--- config.mk ---
export PLATFORM = sky130hd
export DESIGN_NAME = intersection_phase_sched_flat
export DESIGN_NICKNAME = d
export VERILOG_FILES = /design/src/rtl/intersection_phase_sched_if.sv /design/src/rtl/intersection_phase_sched.sv /design/src/flat_wrapper.sv
export SDC_FILE = /design/constraint.sdc
export NUM_CORES = 1
export LEC_CHECK = 0
export CORE_MARGIN = 3
export CORE_UTILIZATION = 58
export DETAILED_ROUTE_END_ITERATION = 6
export GPL_TIMING_DRIVEN = 0
export PLACE_DENSITY = 0.85
export SYNTH_ARGS = -nofsm -noshare
export SYNTH_HDL_FRONTEND = slang
export SYNTH_SLANG_ARGS = --single-unit
--- constraint.sdc ---
create_clock -name sys_clk -period 3.5 [get_ports sys_clk]
set_clock_uncertainty 0.15 [all_clocks]
set_input_delay 0.525 -clock sys_clk [delete_from_list [all_inputs] [get_ports sys_clk]]
set_output_delay 0.525 -clock sys_clk [all_outputs]
set_load 0.02 [all_outputs]
--- src/rtl/intersection_phase_sched_if.sv ---
// Request/lamp bundle between the intersection phase scheduler and its environment.
// Latency: none, wires only.
// Backpressure: none; requests are level or pulse inputs, lamps and phase are status outputs.
// Ports: side_req, ped_req, night_mode (only with NIGHT_FLASH_EN) towards the scheduler;
//        led_a, led_b, ped_walk, phase from the scheduler. slave = scheduler side, master = driver side.
interface intersection_phase_sched_if;
    logic       side_req;
    logic       ped_req;
`ifdef NIGHT_FLASH_EN
    logic       night_mode;
`endif
    logic [2:0] led_a;
    logic [2:0] led_b;
    logic       ped_walk;
    logic [2:0] phase;

`ifdef NIGHT_FLASH_EN
    modport master (output side_req, ped_req, night_mode,
                    input  led_a, led_b, ped_walk, phase);
    modport slave  (input  side_req, ped_req, night_mode,
                    output led_a, led_b, ped_walk, phase);
`else
    modport master (output side_req, ped_req,
                    input  led_a, led_b, ped_walk, phase);
    modport slave  (input  side_req, ped_req,
                    output led_a, led_b, ped_walk, phase);
`endif
endinterface

--- src/rtl/intersection_phase_sched.sv ---
// Phase scheduler for main road A, side road B and a pedestrian crossing over A (active-low lamps).
// Latency: lamps, walk and phase are registered and change on the same edge as the phase change.
// Backpressure: none; side/pedestrian requests are latched until B_GREEN is entered.
// Ports: sys_clk, sys_rst (async, active-high), sched_if.slave (requests in, lamps/walk/phase out).
// Optional night flash (phase 6) is built only when the macro NIGHT_FLASH_EN is defined.
module intersection_phase_sched #(
    parameter int unsigned TICK_CYCLES = 24_000_000,
    parameter int unsigned T_GREEN_MIN = 10,
    parameter int unsigned T_B_GREEN   = 5,
    parameter int unsigned T_AMBER     = 2,
    parameter int unsigned T_ALLRED    = 1
) (
    input  logic                             sys_clk,
    input  logic                             sys_rst,
    intersection_phase_sched_if.slave        sched_if
);
    localparam logic [2:0] PH_A_GREEN   = 3'd0;
    localparam logic [2:0] PH_A_AMBER   = 3'd1;
    localparam logic [2:0] PH_ALLRED_AB = 3'd2;
    localparam logic [2:0] PH_B_GREEN   = 3'd3;
    localparam logic [2:0] PH_B_AMBER   = 3'd4;
    localparam logic [2:0] PH_ALLRED_BA = 3'd5;
`ifdef NIGHT_FLASH_EN
    localparam logic [2:0] PH_FLASH     = 3'd6;
`endif

    localparam logic [2:0] LAMP_RED    = 3'b011;
    localparam logic [2:0] LAMP_AMBER  = 3'b101;
    localparam logic [2:0] LAMP_GREEN  = 3'b110;
    localparam logic [2:0] AMBER_BIT   = 3'b010;

    localparam int unsigned TW      = $clog2(TICK_CYCLES);
    localparam int unsigned TMAX_G  = (T_GREEN_MIN > T_B_GREEN) ? T_GREEN_MIN : T_B_GREEN;
    localparam int unsigned TMAX_C  = (T_AMBER > T_ALLRED) ? T_AMBER : T_ALLRED;
    localparam int unsigned TMAX    = (TMAX_G > TMAX_C) ? TMAX_G : TMAX_C;
    localparam int unsigned PW      = $clog2(TMAX + 1);

    logic [TW-1:0] tick_cnt_q, tick_cnt_d;
    logic [PW-1:0] tmr_q, tmr_d;
    logic [2:0]    phase_q, phase_d;
    logic          side_pend_q, side_pend_d;
    logic          ped_pend_q, ped_pend_d;
    logic [2:0]    led_a_q, led_a_d;
    logic [2:0]    led_b_q, led_b_d;
    logic          walk_q, walk_d;
    logic          tick;
    logic          pend_any;
    logic          enter_b;
    logic          in_flash;

    always_comb begin
        tick       = (tick_cnt_q == TW'(TICK_CYCLES - 1));
        tick_cnt_d = tick ? '0 : tick_cnt_q + TW'(1);
        // Same-cycle inputs count, so a request on the exit tick is not one tick late.
        pend_any   = side_pend_q | ped_pend_q | sched_if.side_req | sched_if.ped_req;

        phase_d = phase_q;
        case (phase_q)
            PH_A_GREEN:   if (tick && (tmr_q >= PW'(T_GREEN_MIN - 1)) && pend_any)
                              phase_d = PH_A_AMBER;
            PH_A_AMBER:   if (tick && (tmr_q == PW'(T_AMBER - 1)))   phase_d = PH_ALLRED_AB;
            PH_ALLRED_AB: if (tick && (tmr_q == PW'(T_ALLRED - 1)))  phase_d = PH_B_GREEN;
            PH_B_GREEN:   if (tick && (tmr_q == PW'(T_B_GREEN - 1))) phase_d = PH_B_AMBER;
            PH_B_AMBER:   if (tick && (tmr_q == PW'(T_AMBER - 1)))   phase_d = PH_ALLRED_BA;
            PH_ALLRED_BA: if (tick && (tmr_q == PW'(T_ALLRED - 1)))  phase_d = PH_A_GREEN;
`ifdef NIGHT_FLASH_EN
            PH_FLASH:     if (tick && !sched_if.night_mode)          phase_d = PH_ALLRED_BA;
`endif
            default:      phase_d = PH_ALLRED_BA;
        endcase

`ifdef NIGHT_FLASH_EN
        // Night flash may only start from states where A is green or both are red.
        if (tick && sched_if.night_mode &&
            ((phase_q == PH_A_GREEN) || (phase_q == PH_ALLRED_AB) || (phase_q == PH_ALLRED_BA)))
            phase_d = PH_FLASH;
        in_flash = (phase_d == PH_FLASH);
`else
        in_flash = 1'b0;
`endif

        if (phase_d != phase_q)
            tmr_d = '0;
        else if (tick && (tmr_q != {PW{1'b1}}))
            tmr_d = tmr_q + PW'(1);
        else
            tmr_d = tmr_q;

        // Clearing on B_GREEN entry wins over a request in that same cycle.
        enter_b = (phase_d == PH_B_GREEN) && (phase_q != PH_B_GREEN);
        if (enter_b || in_flash) begin
            side_pend_d = 1'b0;
            ped_pend_d  = 1'b0;
        end else begin
            side_pend_d = side_pend_q | sched_if.side_req;
            ped_pend_d  = ped_pend_q  | sched_if.ped_req;
        end

        led_a_d = LAMP_RED;
        led_b_d = LAMP_RED;
        walk_d  = 1'b0;
        case (phase_d)
            PH_A_GREEN: led_a_d = LAMP_GREEN;
            PH_A_AMBER: led_a_d = LAMP_AMBER;
            PH_B_GREEN: begin
                led_b_d = LAMP_GREEN;
                walk_d  = 1'b1;
            end
            PH_B_AMBER: led_b_d = LAMP_AMBER;
`ifdef NIGHT_FLASH_EN
            PH_FLASH: begin
                if (phase_q != PH_FLASH) begin
                    led_a_d = LAMP_AMBER;
                    led_b_d = LAMP_AMBER;
                end else if (tick) begin
                    led_a_d = led_a_q ^ AMBER_BIT;
                    led_b_d = led_b_q ^ AMBER_BIT;
                end else begin
                    led_a_d = led_a_q;
                    led_b_d = led_b_q;
                end
            end
`endif
            default: ;
        endcase
    end

    always_ff @(posedge sys_clk or posedge sys_rst) begin
        if (sys_rst) begin
            tick_cnt_q  <= '0;
            tmr_q       <= '0;
            phase_q     <= PH_ALLRED_BA;
            side_pend_q <= 1'b0;
            ped_pend_q  <= 1'b0;
            led_a_q     <= LAMP_RED;
            led_b_q     <= LAMP_RED;
            walk_q      <= 1'b0;
        end else begin
            tick_cnt_q  <= tick_cnt_d;
            tmr_q       <= tmr_d;
            phase_q     <= phase_d;
            side_pend_q <= side_pend_d;
            ped_pend_q  <= ped_pend_d;
            led_a_q     <= led_a_d;
            led_b_q     <= led_b_d;
            walk_q      <= walk_d;
        end
    end

    assign sched_if.led_a    = led_a_q;
    assign sched_if.led_b    = led_b_q;
    assign sched_if.ped_walk = walk_q;
    assign sched_if.phase    = phase_q;
endmodule

--- src/flat_wrapper.sv ---
// flat-port wrapper written by rule: the top's interface ports become plain ports
module intersection_phase_sched_flat 
#(
    parameter int unsigned TICK_CYCLES = 24_000_000,
    parameter int unsigned T_GREEN_MIN = 10,
    parameter int unsigned T_B_GREEN   = 5,
    parameter int unsigned T_AMBER     = 2,
    parameter int unsigned T_ALLRED    = 1
)
  (sys_clk, sys_rst, sched_if_side_req, sched_if_ped_req, sched_if_led_a, sched_if_led_b, sched_if_ped_walk, sched_if_phase);
  intersection_phase_sched_if sched_if_i ();
  input  logic sys_clk;
  input  logic sys_rst;
  input wire logic [$bits(sched_if_i.side_req)-1:0] sched_if_side_req;
  input wire logic [$bits(sched_if_i.ped_req)-1:0] sched_if_ped_req;
  output wire logic [$bits(sched_if_i.led_a)-1:0] sched_if_led_a;
  output wire logic [$bits(sched_if_i.led_b)-1:0] sched_if_led_b;
  output wire logic [$bits(sched_if_i.ped_walk)-1:0] sched_if_ped_walk;
  output wire logic [$bits(sched_if_i.phase)-1:0] sched_if_phase;
  assign sched_if_i.side_req = sched_if_side_req;
  assign sched_if_i.ped_req = sched_if_ped_req;
  assign sched_if_led_a = sched_if_i.led_a;
  assign sched_if_led_b = sched_if_i.led_b;
  assign sched_if_ped_walk = sched_if_i.ped_walk;
  assign sched_if_phase = sched_if_i.phase;
  intersection_phase_sched #(.TICK_CYCLES(TICK_CYCLES), .T_GREEN_MIN(T_GREEN_MIN), .T_B_GREEN(T_B_GREEN), .T_AMBER(T_AMBER), .T_ALLRED(T_ALLRED)) u_core (.sys_clk(sys_clk), .sys_rst(sys_rst), .sched_if(sched_if_i));
endmodule
==> flow_summary_export.csv <==
group,metric,value,unit
floorplanning,fp.dieArea,0.004619,mm^2
yosys,synth_top_area_share,0.3933,
clocking,holdBufCountCts,0,
critical_path,crit_fanout,7,
global_routing,grt_usage,0.2188,
floorplanning,initial_core_util,0.6326,
route,ant_nets,0,
timing,fin_ws,0.4202,ns
clocking,cts_max_level,2,
critical_path,cp_num_buf_inv,0,
clocking,tritoncts,"done",
floorplanning,coreArea,0.003521,mm^2
global_routing,grt_overflow,0,
yosys,synth_cells,231,
outcome,run_status,"complete, no violations",
global_routing,grt_max_degree,42,
route,wl_per_cell,14.43,um
route,vias_per_cell,5.695,
yosys,seq_area_frac_synth,0.4640,
placed_design,dp.cells,290,
clocking,numCtsBuffers,5,
critical_path,path_cells,"nor4b_1, nand4_1, nor4_1, nand4b_1, nor4_1, nor2_1",
critical_path,required,3.52,ns
final_layout,diodes,0,
critical_path,start_kind,"flop",
timing,max_freq,324.7,MHz
timing,relSlewSlack,0.1948,
timing,tightest_slew,1.197,ns
route,drt-total-wl,4301,um
global_routing,grt_pass1_wl,7514,um
final_layout,instances_no_fill,298,
critical_path,reg2reg_from,"u_core.tick_cnt_q[11]$_DFF_PP0_",
final_layout,final_nets,260,
clocking,clk_latency,0.29,ns
yosys,synth_area_leaders,"dfrtp_1, dfstp_2, nor2_1, xnor2_1, nand3_1",
critical_path,criticalPathCategory,"flop to flop",
clocking,clkTransAtPathRegs,0.07,ns
critical_path,critPathArrivalTime,3.10,ns
floorplanning,num_io_pins,14,
critical_path,r2r-end,"u_core.side_pend_q$_DFF_PP0_",
power,power,0.0008222,W
yosys,synth_nets,240,
timing,rsz0062_at_grt,"no",
clocking,cts_root_buffer,"clkbuf_8",
final_layout,drive_above_1_share,0.1190,
yosys,synth_edf_count,0,
global_routing,antenna_found_initial,0,
placed_design,pre_cts_ws,0.4880,ns
critical_path,end_kind,"flop",
timing,fin_tns_setup,0,ns
clocking,cts.path.max_buffers,2,
route,drc_errors,0,
hold_path,min_path_cells,1,
power,ir_worst_vdd,0.3162,mV
hold_path,min_to,"u_core.tick_cnt_q[0]$_DFF_PP0_",
flow_run,cap_violations,0,
power,p_leak,1.064,nW
clocking,cts_setup_buffers,0,
clocking,cts_resized,0,
timing,fin_crit,3.080,ns
final_layout,nFillCells,264,
yosys,async_flop_share,1.000,
timing,setup_violations,0,
critical_path,cp_slowest_cell,"nor4_1",
floorplanning,die_w,67.97,um
timing,hold_violations,0,
placed_design,portBuffers,13,
timing,finalMaxSlewViolations,0,
yosys,yosysUniqueCellTypes,48,
hold_path,min_from,"u_core.tick_cnt_q[0]$_DFF_PP0_",
yosys,synth_area_per_cell,9.641,um^2
yosys,syn_area,0.002227,mm^2
clocking,numClockSinks,41,
placed_design,gp_congestion,0.8491,
critical_path,crit_family,"simple AND/OR/NAND/NOR gates",
timing,fin_crit_sh,0.8799,
route,via_count,1697,
hold_path,hp-class,"flop to flop",
yosys,yosys_register_bits,41,
route,drt-initial-drc-count,120,
power,p_per_area,326.8,mW/mm^2
critical_path,cp_slowest_stage_delay,1.11,ns
global_routing,first_global_vias,1617,
yosys,ys_warn_count,0,
final_layout,syn_to_final_growth,12.98,%
yosys,ys.flop_type,"dfrtp_1",
route,first_pass_iters,6,
critical_path,cpMostUsedCell,"nor4_1",
placed_design,dp_hpwl,3009,um
yosys,synth_top_area_cell,"dfrtp_1",
critical_path,r2r_cells,6,
floorplanning,die_y,67.97,um
floorplanning,num_rows,21,
critical_path,ff2ff_setup_slack,0.42,ns
timing,holdWs,0.3475,ns
==> flip-flops by register name, indices dropped and copies added, names as in the netlist <==
signal	cells
u_core.ped_pend_q	1
u_core.sched_if.ped_walk	1
u_core.tmr_q	4
u_core.sched_if.led_a	3
u_core.side_pend_q	1
u_core.tick_cnt_q	25
u_core.sched_if.led_b	3
u_core.sched_if.phase	3
==> stage by stage <==
step / utilization / instance area (um^2)
floorplan: - / 2227
global placement: 0.6859 / 2415
detailed placement: 0.6859 / 2415
CTS: 0.7146 / 2516
global route: 0.7146 / 2516
finish: 0.7146 / 2516
==> per-layer routing <==
layer,wire length (um),GRT usage
met1,2087,0.3203
met2,1918,0.3129
met3,232,0.04105
met5,0,0
met4,63,0.09926
==> worst reg2reg max path, stage by stage (launching register included) <==
cell and delay, ns:
dfrtp_1 0.43, nor4b_1 0.31, nand4_1 0.37, nor4_1 1.11, nand4b_1 0.22, nor4_1 0.30, nor2_1 0.08
==> cells in the final DEF, fill, tap and decap left out, types with 2 or more instances in the layout <==
master	instances
a21oi_1	5
a31oi_1	2
and3_1	3
and4_1	2
clkbuf_1	8
clkbuf_8	7
clkdlybuf4s50_1	13
dfrtp_1	35
dfstp_2	6
ha_1	5
inv_1	5
mux2_2	3
mux2i_1	2
nand2_1	15
nand2b_1	5
nand3_1	18
nand3b_1	3
nand4_1	10
nor2_1	31
nor3_1	4
nor3b_1	4
nor4_1	4
o211ai_1	2
o21ai_0	6
o22ai_1	2
or3_1	3
or3b_2	2
or4b_2	2
xnor2_1	13
xor2_1	10
==> cells in the mapped netlist (3+ instances only) <==
library cell	number
xnor2_1	13
mux2_2	3
nand3b_1	3
a21oi_1	5
nor3b_1	4
nand3_1	18
clkbuf_1	8
nand2b_1	5
o21ai_0	6
dfstp_2	6
ha_1	5
nand2_1	15
and3_1	3
nor3_1	4
nor2_1	31
xor2_1	10
nor4_1	4
inv_1	6
dfrtp_1	35
nand4_1	10
or3_1	3
==> power breakdown <==
part | switching, W | internal [W]
Sequential | 0.0000000000000000000114 | 0.000474
Combinational | 0.00000902 | 0.00000302
Clock | 0.000158 | 0.000178
Total | 0.000167 | 0.000655
==> final cells by class <==
cell class                      count  area (um^2)  area share
Sequential cell                    41         1033      0.4107
Inverter                            7        26.28     0.01044
Clock inverter                      1        5.005    0.001989
Tap cell                           46        57.56     0.02287
Clock buffer                        7        96.34     0.03829
Timing Repair Buffer               13        130.1     0.05172
Multi-Input combinational cell    174         1126      0.4475
Buffer                              9        41.29     0.01641
==> cell families (layout without fill, tap and decap cells) <==
group,count (synthesis),after routing,share of synthesized area
simple gates,120,120,0.3068
flops,41,41,0.4640
fa+ha+maj,5,5,0.02809
buf+inv,16,37,0.03033
compound gates,21,21,0.05618
mux,5,5,0.02416
xor+xnor,23,23,0.09045
==> worst max-delay path by stage <==
stage	from	endpoint	cells past startpoint
after floorplan	u_core.tick_cnt_q[11]$_DFF_PP0_	u_core.tmr_q[1]$_DFFE_PP0P_	6
after global placement	u_core.tick_cnt_q[11]$_DFF_PP0_	u_core.side_pend_q$_DFF_PP0_	6
after detailed placement	u_core.tick_cnt_q[11]$_DFF_PP0_	u_core.tick_cnt_q[13]$_DFF_PP0_	5
after CTS	u_core.tick_cnt_q[11]$_DFF_PP0_	u_core.tick_cnt_q[22]$_DFF_PP0_	5
after global routing	u_core.tick_cnt_q[11]$_DFF_PP0_	u_core.tick_cnt_q[19]$_DFF_PP0_	5
final	u_core.tick_cnt_q[11]$_DFF_PP0_	u_core.side_pend_q$_DFF_PP0_	6
(Power assumes the default switching activity.)
